--- config.mk ---
export PLATFORM = sky130hd
export DESIGN_NAME = fetch_timing_unit_flat
export DESIGN_NICKNAME = d
export VERILOG_FILES = /design/src/rtl/tb4004_pkg.sv /design/src/rtl/fetch_timing_unit_if.sv /design/src/rtl/cycle_counter.sv /design/src/rtl/fetch_timing_unit.sv /design/src/flat_wrapper.sv
export SDC_FILE = /design/constraint.sdc
export NUM_CORES = 1
export LEC_CHECK = 0
export CELL_PAD_IN_SITES_DETAIL_PLACEMENT = 2
export CELL_PAD_IN_SITES_GLOBAL_PLACEMENT = 2
export CORE_MARGIN = 4
export CORE_UTILIZATION = 33
export CTS_BUF_LIST = sky130_fd_sc_hd__clkbuf_8
export DETAILED_ROUTE_END_ITERATION = 7
export PLACE_DENSITY = 0.88
export SYNTH_ARGS = -nofsm -noshare
export SYNTH_HDL_FRONTEND = slang
export SYNTH_SLANG_ARGS = --single-unit
--- constraint.sdc ---
create_clock -name clk -period 3.9 [get_ports clk]
set_clock_uncertainty 0.2 [all_clocks]
set_input_delay 0.78 -clock clk [delete_from_list [all_inputs] [get_ports clk]]
set_output_delay 0.78 -clock clk [all_outputs]
set_load 0.03 [all_outputs]
--- src/rtl/tb4004_pkg.sv ---
// Shared phase, opcode and width definitions for the fetch/timing stage and the decoder.
package tb4004_pkg;

  localparam int unsigned CYC_W = 3;
  localparam int unsigned NIB_W = 4;
  localparam int unsigned ARG_W = 8;
  localparam int unsigned PC_W  = 12;
  localparam int unsigned CNT_W = 16;

  localparam logic [2:0] CYC_A1 = 3'd0;
  localparam logic [2:0] CYC_A2 = 3'd1;
  localparam logic [2:0] CYC_A3 = 3'd2;
  localparam logic [2:0] CYC_M1 = 3'd3;
  localparam logic [2:0] CYC_M2 = 3'd4;
  localparam logic [2:0] CYC_X1 = 3'd5;
  localparam logic [2:0] CYC_X2 = 3'd6;
  localparam logic [2:0] CYC_X3 = 3'd7;

  localparam logic [3:0] OPR_JCN     = 4'h1;
  localparam logic [3:0] OPR_FIM_SRC = 4'h2;
  localparam logic [3:0] OPR_JUN     = 4'h4;
  localparam logic [3:0] OPR_JMS     = 4'h5;
  localparam logic [3:0] OPR_ISZ     = 4'h7;

  // FIM and SRC share OPR 0x2; only FIM (opa[0]=0) carries a second byte.
  function automatic logic is_two_word(input logic [3:0] opr, input logic [3:0] opa);
    logic two;
    case (opr)
      OPR_JCN, OPR_JUN, OPR_JMS, OPR_ISZ: two = 1'b1;
      OPR_FIM_SRC:                        two = ((opa & 4'h1) == 4'h0);
      default:                            two = 1'b0;
    endcase
    return two;
  endfunction

endpackage

--- src/rtl/fetch_timing_unit_if.sv ---
// ROM bus and decoder-facing signals of the fetch/timing stage.
interface fetch_timing_unit_if;
  import tb4004_pkg::*;

  logic [NIB_W-1:0] rom_addr;
  logic [NIB_W-1:0] rom_data;
  logic             pc_load;
  logic [PC_W-1:0]  pc_load_val;
  logic             sync;
  logic [CYC_W-1:0] cycle;
  logic [NIB_W-1:0] opr;
  logic [NIB_W-1:0] opa;
  logic             second_word;
  logic [ARG_W-1:0] arg;
  logic [PC_W-1:0]  pc;

  modport master (
    output rom_addr, sync, cycle, opr, opa, second_word, arg, pc,
    input  rom_data, pc_load, pc_load_val
  );

  modport slave (
    input  rom_addr, sync, cycle, opr, opa, second_word, arg, pc,
    output rom_data, pc_load, pc_load_val
  );
endinterface

--- src/rtl/cycle_counter.sv ---
// 8-phase machine-cycle counter with run enable; sync is registered high throughout X3.
module cycle_counter
  import tb4004_pkg::*;
(
  input  logic             clk,
  input  logic             rst_n,
  input  logic             run,
  output logic [CYC_W-1:0] cycle,
  output logic             sync
);

  logic [CYC_W-1:0] cyc_q, cyc_d;
  logic             sync_q, sync_d;

  always_ff @(posedge clk or negedge rst_n) begin
    if (!rst_n) begin
      cyc_q  <= CYC_A1;
      sync_q <= 1'b0;
    end else begin
      cyc_q  <= cyc_d;
      sync_q <= sync_d;
    end
  end

  // Natural 3-bit wrap takes X3 back to A1.
  always_comb begin
    cyc_d  = cyc_q;
    sync_d = sync_q;
    if (run) begin
      cyc_d  = cyc_q + CYC_W'(1);
      sync_d = (cyc_d == CYC_X3);
    end
  end

  assign cycle = cyc_q;
  assign sync  = sync_q;

endmodule

--- src/rtl/fetch_timing_unit.sv ---
// Instruction fetch and machine-cycle timing stage feeding the decoder.
// Optional FETCH_INSTR_CNT_EN adds a completed-instruction counter output.
module fetch_timing_unit
  import tb4004_pkg::*;
#(
  parameter logic [11:0] PC_RESET = 12'h000
) (
  input  logic                   clk,
  input  logic                   rst_n,
  input  logic                   run,
  fetch_timing_unit_if.master    bus
`ifdef FETCH_INSTR_CNT_EN
  ,
  output logic [CNT_W-1:0]       instr_count
`endif
);

  logic [CYC_W-1:0] cyc;
  logic             sync;

  cycle_counter u_cycle_counter (
    .clk   (clk),
    .rst_n (rst_n),
    .run   (run),
    .cycle (cyc),
    .sync  (sync)
  );

  logic [PC_W-1:0]  pc_q, pc_d;
  logic [NIB_W-1:0] opr_q, opr_d;
  logic [NIB_W-1:0] opa_q, opa_d;
  logic [NIB_W-1:0] hi_q, hi_d;
  logic [ARG_W-1:0] arg_q, arg_d;
  logic             sw_q, sw_d;
  logic [CNT_W-1:0] cnt_q, cnt_d;

  always_ff @(posedge clk or negedge rst_n) begin
    if (!rst_n) begin
      pc_q  <= PC_RESET;
      opr_q <= '0;
      opa_q <= '0;
      hi_q  <= '0;
      arg_q <= '0;
      sw_q  <= 1'b0;
      cnt_q <= '0;
    end else begin
      pc_q  <= pc_d;
      opr_q <= opr_d;
      opa_q <= opa_d;
      hi_q  <= hi_d;
      arg_q <= arg_d;
      sw_q  <= sw_d;
      cnt_q <= cnt_d;
    end
  end

  // Phase-driven fetch: high nibble in M1, low nibble and PC step in M2, jump and word tracking in X3.
  always_comb begin
    pc_d  = pc_q;
    opr_d = opr_q;
    opa_d = opa_q;
    hi_d  = hi_q;
    arg_d = arg_q;
    sw_d  = sw_q;
    cnt_d = cnt_q;
    if (run) begin
      case (cyc)
        CYC_M1: hi_d = bus.rom_data;
        CYC_M2: begin
          if (sw_q) begin
            arg_d = {hi_q, bus.rom_data};
          end else begin
            opr_d = hi_q;
            opa_d = bus.rom_data;
          end
          pc_d = pc_q + PC_W'(1);
        end
        CYC_X3: begin
          if (bus.pc_load) pc_d = bus.pc_load_val;
          sw_d = !sw_q && is_two_word(opr_q, opa_q);
          if (!sw_d) cnt_d = cnt_q + CNT_W'(1);
        end
        default: ;
      endcase
    end
  end

  always_comb begin
    case (cyc)
      CYC_A1:  bus.rom_addr = pc_q[3:0];
      CYC_A2:  bus.rom_addr = pc_q[7:4];
      CYC_A3:  bus.rom_addr = pc_q[11:8];
      default: bus.rom_addr = '0;
    endcase
  end

  assign bus.cycle       = cyc;
  assign bus.sync        = sync;
  assign bus.pc          = pc_q;
  assign bus.opr         = opr_q;
  assign bus.opa         = opa_q;
  assign bus.arg         = arg_q;
  assign bus.second_word = sw_q;

`ifdef FETCH_INSTR_CNT_EN
  assign instr_count = cnt_q;
`else
  logic unused_cnt;
  assign unused_cnt = ^cnt_q;
`endif

endmodule
--- src/flat_wrapper.sv ---
// flat-port wrapper written by rule: the top's interface ports become plain ports
module fetch_timing_unit_flat import tb4004_pkg::*;
#(
  parameter logic [11:0] PC_RESET = 12'h000
)
  (clk, rst_n, run, bus_rom_addr, bus_sync, bus_cycle, bus_opr, bus_opa, bus_second_word, bus_arg, bus_pc, bus_rom_data, bus_pc_load, bus_pc_load_val);
  fetch_timing_unit_if bus_i ();
  input  logic clk;
  input  logic rst_n;
  input  logic run;
  output wire logic [$bits(bus_i.rom_addr)-1:0] bus_rom_addr;
  output wire logic [$bits(bus_i.sync)-1:0] bus_sync;
  output wire logic [$bits(bus_i.cycle)-1:0] bus_cycle;
  output wire logic [$bits(bus_i.opr)-1:0] bus_opr;
  output wire logic [$bits(bus_i.opa)-1:0] bus_opa;
  output wire logic [$bits(bus_i.second_word)-1:0] bus_second_word;
  output wire logic [$bits(bus_i.arg)-1:0] bus_arg;
  output wire logic [$bits(bus_i.pc)-1:0] bus_pc;
  input wire logic [$bits(bus_i.rom_data)-1:0] bus_rom_data;
  input wire logic [$bits(bus_i.pc_load)-1:0] bus_pc_load;
  input wire logic [$bits(bus_i.pc_load_val)-1:0] bus_pc_load_val;
  assign bus_rom_addr = bus_i.rom_addr;
  assign bus_sync = bus_i.sync;
  assign bus_cycle = bus_i.cycle;
  assign bus_opr = bus_i.opr;
  assign bus_opa = bus_i.opa;
  assign bus_second_word = bus_i.second_word;
  assign bus_arg = bus_i.arg;
  assign bus_pc = bus_i.pc;
  assign bus_i.rom_data = bus_rom_data;
  assign bus_i.pc_load = bus_pc_load;
  assign bus_i.pc_load_val = bus_pc_load_val;
  fetch_timing_unit #(.PC_RESET(PC_RESET)) u_core (.clk(clk), .rst_n(rst_n), .run(run), .bus(bus_i));
endmodule
==> results of run 1 <==
per-stage QoR:
step	utilization, %	total power, mW	instance area, sq um	hold WS (ns)	std cells
4_1_cts	47.9	2.42	2690	0.324	308
2_1_floorplan	-	1.45	1940	0.284	176
3_3_place_gp	45.6	1.93	2550	0.288	300
5_1_grt	47.9	2.54	2690	0.344	308
6_report	47.9	2.39	2690	0.321	308
3_5_place_dp	45.6	2.00	2550	0.293	300
critical path: stages (launching register included):
cell             delay (ns)
dfrtp_1                0.45
inv_1                  0.11
ha_1                   0.26
and2b_1                0.23
a22oi_1                0.09
nand2_1                0.08
clkdlybuf4s50_1        0.66
where the power goes:
part / switching [mW] / total (mW) / internal, mW
Sequential: 0.232 / 0.785 / 0.553
Clock: 0.148 / 0.402 / 0.254
Combinational: 0.678 / 1.20 / 0.526
cell usage after synthesis (3+ instances only):
| cell | n | area [sq um] |
|---|---|---|
| dfrtp_1 | 37 | 926 |
| mux2_2 | 20 | 225 |
| o21ai_0 | 14 | 70.1 |
| nand2_1 | 13 | 48.8 |
| nor2_1 | 11 | 41.3 |
| a21oi_1 | 10 | 50.1 |
| ha_1 | 7 | 87.6 |
| inv_1 | 7 | 26.3 |
| a31oi_1 | 5 | 31.3 |
| a22oi_1 | 4 | 30.0 |
| and3_1 | 4 | 25.0 |
| and2b_1 | 3 | 22.5 |
| buf_2 | 3 | 15.0 |
| mux2i_1 | 3 | 30.0 |
| o22a_1 | 3 | 26.3 |
per-layer routing:
| layer | share of wire [%] | global-route usage, % | up-vias |
|---|---|---|---|
| met5 | 0 | 0 | - |
| met4 | 1.2 | 5.18 | 0 |
| met3 | 4.6 | 4.12 | 5 |
| met2 | 50 | 29.9 | 42 |
| met1 | 44 | 23.3 | 836 |
| li1 | - | - | 761 |
registers in the layout, summed over array words and instances (netlist names):
register / flops
u_core.bus.arg: 8
u_core.bus.second_word: 1
u_core.u_cycle_counter.sync: 1
u_core.hi_q: 4
u_core.bus.pc: 12
u_core.u_cycle_counter.cycle: 3
u_core.bus.opa: 4
u_core.bus.opr: 4
worst min-delay path by stage:
stage	cells past startpoint	to
global route	1	u_core.bus.arg[3]
finish	1	u_core.bus.arg[1]
global placement	1	u_core.bus.arg[0]
detailed placement	1	u_core.bus.arg[1]
CTS	1	u_core.bus.arg[1]
floorplan	0	u_core.bus.arg[0]
layout make-up:
cell class	count	area, sq um
clock inverters	3	65.1
clock buffers	5	68.8
multi-input cells	127	950
well taps	72	90.1
repair buffers	57	563
inverters	7	26.3
flip-flops and latches	37	926
fillers	598	2920
cell families after synthesis:
family,synth area share [%]
AND/OR/NAND/NOR,15.2
multiplexers,13.2
flip-flops,47.8
XOR/XNOR,0.453
buffers and inverters,3.10
AO/OA/AOI/OAI,15.7
adder cells (fa/ha/maj),4.52
==> out/results.ini, run 1 <==
[detailed_routing]
first_pass_iters=4
num_vias=1644
routed_wl_um=6120
viasPerCell=5.34
final_antenna_net_count=0
wl_per_cell_um=19.9
drt_iter0_drc=72
drc_errors=0

[critical_path]
reg2regPathDepth=7
timing.rr.start=u_core.u_cycle_counter.cycle[0]
crit_end=bus_rom_addr[0]
required_ns=2.92
regToRegSetupSlack_ns=1.44
critPathKind=flip-flop to output port
cp-start-kind=flip-flop
critPathArrivalTime_ns=2.17
cp-startpoint=u_core.u_cycle_counter.cycle[0]
worst_setup_path_end_kind=output port
worstReg2RegEnd=u_core.bus.pc[6]
cp_max_fo=5

[worst_hold_path]
hold_class=flip-flop to flip-flop
min_from=u_core.bus.arg[1]

[pwr]
peakVddDrop_mv=0.503
cellLeakagePower_nw=1.15
power.density_nw_per_um2=889

[synth]
synth_area_sq_um=1940
synthFlopType=dfrtp_1
syn_inst=176
synth_edf_count=0
ys_ff_latch=37
yosys_warnings=0
syn-num-nets=203
avgSynthCellArea_sq_um=11.0
synthDistinctLibCells=41
synthArstFlopShare_pct=100
ys_seq_area_share_pct=47.8

[placed_design]
dpl.hpwl_um=4240
portBuffers=56
gp_congestion=0.748
place_ws_ns=1.05

[sta]
fin_setup_tns_ns=0
max_freq_mhz=317
setup_viol=0
final.setup.worst_slack_ns=0.747
worstMarginPinSlew_ns=0.872
final_max_slew_viol_count=0
report.final.hold_viol_count=0
post-route-period-util_pct=80.9
rsz0062_at_grt=false
min_period_ns=3.15
slew_headroom_pct=41.8

[finish]
layout.nets=262
final_common_cell=clkdlybuf4s50_1
diodes=0
mostFrequentLayoutCells=clkdlybuf4s50_1, dfrtp_1, mux2_2
synthToLayoutAreaGrowth_pct=38.9
drive_gt1_share_pct=16.5

[die]
ios=57
die_y_um=84.6
die-area_sq_um=7150
die_width_um=84.6
row_count=27
start_util_pct=34.5
coreArea_sq_um=5610

[global_route]
overflow=0
grt_util_all_layers_pct=18.0
antenna_found_initial=0
grt_max_degree=38
grt_pass1_wl_um=10200
grt_pass1_vias=1857

[clock_network]
cts_buffer_depth=2
cts_tree=built
holdBufCountCts=0
clk_pin_slew_ns=0.08
cts_root_buffer=clkbuf_8
clock_latency_ns=0.29
cts_setup_buffers=0
htree_levels=2
cts_buffers=5
post_cts_resized=0
cts.sink_count=37

[outcome]
outcome=finished clean

[run]
cap_viol_max_count=0

Note: power is estimated with default switching activity, not from simulation.
==> inputs of run 2 (changes only) <==
Settings changed: CORE_UTILIZATION 33 to 27, PLACE_DENSITY 0.88 to 0.77.
Clock period 3.9 ns to 2.8 ns, I/O delays scaled along.
==> out/results.ini, run 2 (synthesis results as in run 1) <==
[finish]
final_common_cell=clkdlybuf4s50_1
fin_cells=334  ; +8.4%
fin_area_sq_um=2690  ; about the same
largest_reg_flops=12  ; unchanged
n_fill_cell=748  ; +25%
drive_gt1_share_pct=17.6  ; +1.1 points
layout.nets=264  ; +0.76%
mostFrequentLayoutCells=clkdlybuf4s50_1, dfrtp_1, mux2_2
synthToLayoutAreaGrowth_pct=38.8  ; about the same
diodes=0  ; unchanged

[die]
start_util_pct=28.2  ; -6.3 points
coreArea_sq_um=6870  ; +22%
row_count=30  ; +11%
die_width_um=92.7  ; +9.6%
ios=57  ; unchanged
die-area_sq_um=8590  ; +20%
die_y_um=92.7  ; +9.6%

[outcome]
outcome=finished clean

[sta]
slew_headroom_pct=41.5  ; -0.32 points
setup_viol=0  ; unchanged
final_max_slew_viol_count=0  ; unchanged
worstMarginPinSlew_ns=0.877  ; +0.00486 ns
min_period_ns=2.62
post-route-period-util_pct=93.7
rsz0062_at_grt=false
max_freq_mhz=381
report.final.hold_viol_count=0  ; unchanged
whs_ns=0.184  ; -0.138 ns
fin_setup_tns_ns=0  ; unchanged
final.setup.worst_slack_ns=0.177  ; -0.570 ns

[global_route]
grt_util_all_layers_pct=14.2  ; -3.8 points
grt_pass1_wl_um=9730  ; -4.6%
overflow=0  ; unchanged
grt_max_degree=38  ; unchanged
antenna_found_initial=0  ; unchanged
grt_pass1_vias=1838  ; -1.0%

[pwr]
power.share.combinational_pct=53.2  ; +2.9 points
cellLeakagePower_nw=1.15  ; about the same
p_clk_share_pct=12.6  ; -4.2 points
intPower_mw=1.67  ; +25%
peakVddDrop_mv=0.539  ; +7.2%
seqPwrFrac_pct=34.2  ; +1.4 points
p_sw_mw=1.43  ; +36%
power.density_nw_per_um2=1160  ; +30%
switching_share_pct=46.2  ; +1.9 points

[critical_path]
worstPathCellList=inv_1 -> ha_1 -> and2b_1 -> a22oi_1 -> nand2_1 -> dlygate4sd2_1
crit_buf_inv=2  ; unchanged
timing.rr.start=u_core.u_cycle_counter.cycle[0]
crit_family=buffers and inverters
critPathArrivalTime_ns=1.86  ; -0.31 ns
slowest_stage=dfrtp_2
cpPeakStageDelay_ns=0.45  ; -0.21 ns
regToRegSetupSlack_ns=0.64  ; -0.80 ns
cp-startpoint=u_core.u_cycle_counter.cycle[0]
critPathKind=flip-flop to output port
cp_max_fo=5  ; unchanged
cp-start-kind=flip-flop
reg2regPathDepth=7  ; unchanged
worstReg2RegEnd=u_core.bus.pc[11]
crit_end=bus_rom_addr[0]
worst_setup_path_end_kind=output port
required_ns=2.04  ; -0.88 ns
worst-path-stages=6  ; unchanged

[run]
cap_viol_max_count=0  ; unchanged

[detailed_routing]
first_pass_iters=3  ; -1
drc_errors=0  ; unchanged
final_antenna_net_count=0  ; unchanged
wl_per_cell_um=16.9  ; -15%
viasPerCell=4.80  ; -10%
routed_wl_um=5650  ; -7.7%
drt_iter0_drc=41  ; -43%
num_vias=1604  ; -2.4%

[placed_design]
place_area_sq_um=2600  ; +1.8%
place_inst=326  ; +8.7%
gp_congestion=0.772  ; +3.3%
place_ws_ns=0.169  ; -0.882 ns
dpl.hpwl_um=4210  ; -0.86%
portBuffers=56  ; unchanged

[clock_network]
holdBufCountCts=0  ; unchanged
cts_root_buffer=clkbuf_8
clk_pin_slew_ns=0.08  ; about the same
cts_tree=built
htree_levels=2  ; unchanged
clock_latency_ns=0.29  ; about the same
cts_setup_buffers=0  ; unchanged
cts.sink_count=37  ; unchanged
cts_buffers=5  ; unchanged
cts_buffer_depth=2  ; unchanged

[worst_hold_path]
hold_class=primary input to async pin

run 2: changes by cell type in the layout (fill, tap and decap cells not counted), sizes merged:
| cell | delta |
|---|---|
| bufinv | -2 |
| clkdlybuf4s50 | -4 |
| clkdlybuf4s15 | +1 |
| inv | +1 |
| buf | +2 |
| clkinvlp | +1 |
| dlygate4sd2 | +3 |
run 2: worst min-delay path by stage:
stage,startpoint,slack [ns],cells after the start,to
floorplan,rst_n,0.06,0,u_core.bus.arg[0]
global placement,u_core.bus.opa[1],0.29,1,u_core.bus.opa[1]
detailed placement,u_core.bus.arg[2],0.30,1,u_core.bus.arg[2]
CTS,rst_n,0.23,1,u_core.bus.pc[0]
global route,rst_n,0.25,1,u_core.u_cycle_counter.cycle[0]
finish,rst_n,0.18,1,u_core.bus.pc[0]
run 2: per-layer routing:
metal  GRT usage [%]  vias to the layer above  wire length (um)
met3            4.79                        5               433
met5               0                        -                 0
met4            2.93                        0                38
met1            17.5                      792              2440
li1                -                      764                 -
met2            24.1                       43              2740
run 2: worst register-to-register path, delay by kind of cell (launching register included):
kind	cells	cell delay, ns
buffers and inverters	1	0.23
AO/OA/AOI/OAI	3	0.53
AND/OR/NAND/NOR	1	0.17
adder cells (fa/ha/maj)	2	0.48
flip-flops	1	0.45
run 2: final cells by class:
cell class | instances | area [sq um] | share of cell area (%)
multi-input combinational | 127 | 950 | 35.3
sequential | 37 | 927 | 34.5
clock inverter | 3 | 21.3 | 0.791
timing repair buffer | 59 | 574 | 21.4
inverter | 7 | 26.3 | 0.978
clock buffer | 5 | 68.8 | 2.56
tap | 96 | 120 | 4.47
run 2: per-stage QoR:
stage | util [%] | power, mW
after floorplan | - | 2.03
after detailed placement | 37.9 | 2.77
final | 39.1 | 3.11
after global placement | 37.9 | 2.71
after global routing | 39.1 | 3.35
after CTS | 39.1 | 3.16
run 2: power groups by stage:
| stage | clock network (mW) | registers [mW] | logic, mW |
|---|---|---|---|
| 2_1_floorplan | 0 | 1.40 | 0.622 |
| 3_3_place_gp | 0 | 1.06 | 1.65 |
| 3_5_place_dp | 0 | 1.08 | 1.69 |
| 4_1_cts | 0.412 | 1.07 | 1.68 |
| 5_1_grt | 0.437 | 1.12 | 1.80 |
| 6_report | 0.393 | 1.06 | 1.65 |
run 2: repair_timing:
action / CTS / global route
endpoints found under the setup margin: 4 / 3
pin swaps: 0 / 0
gates resized for setup: 4 / 2
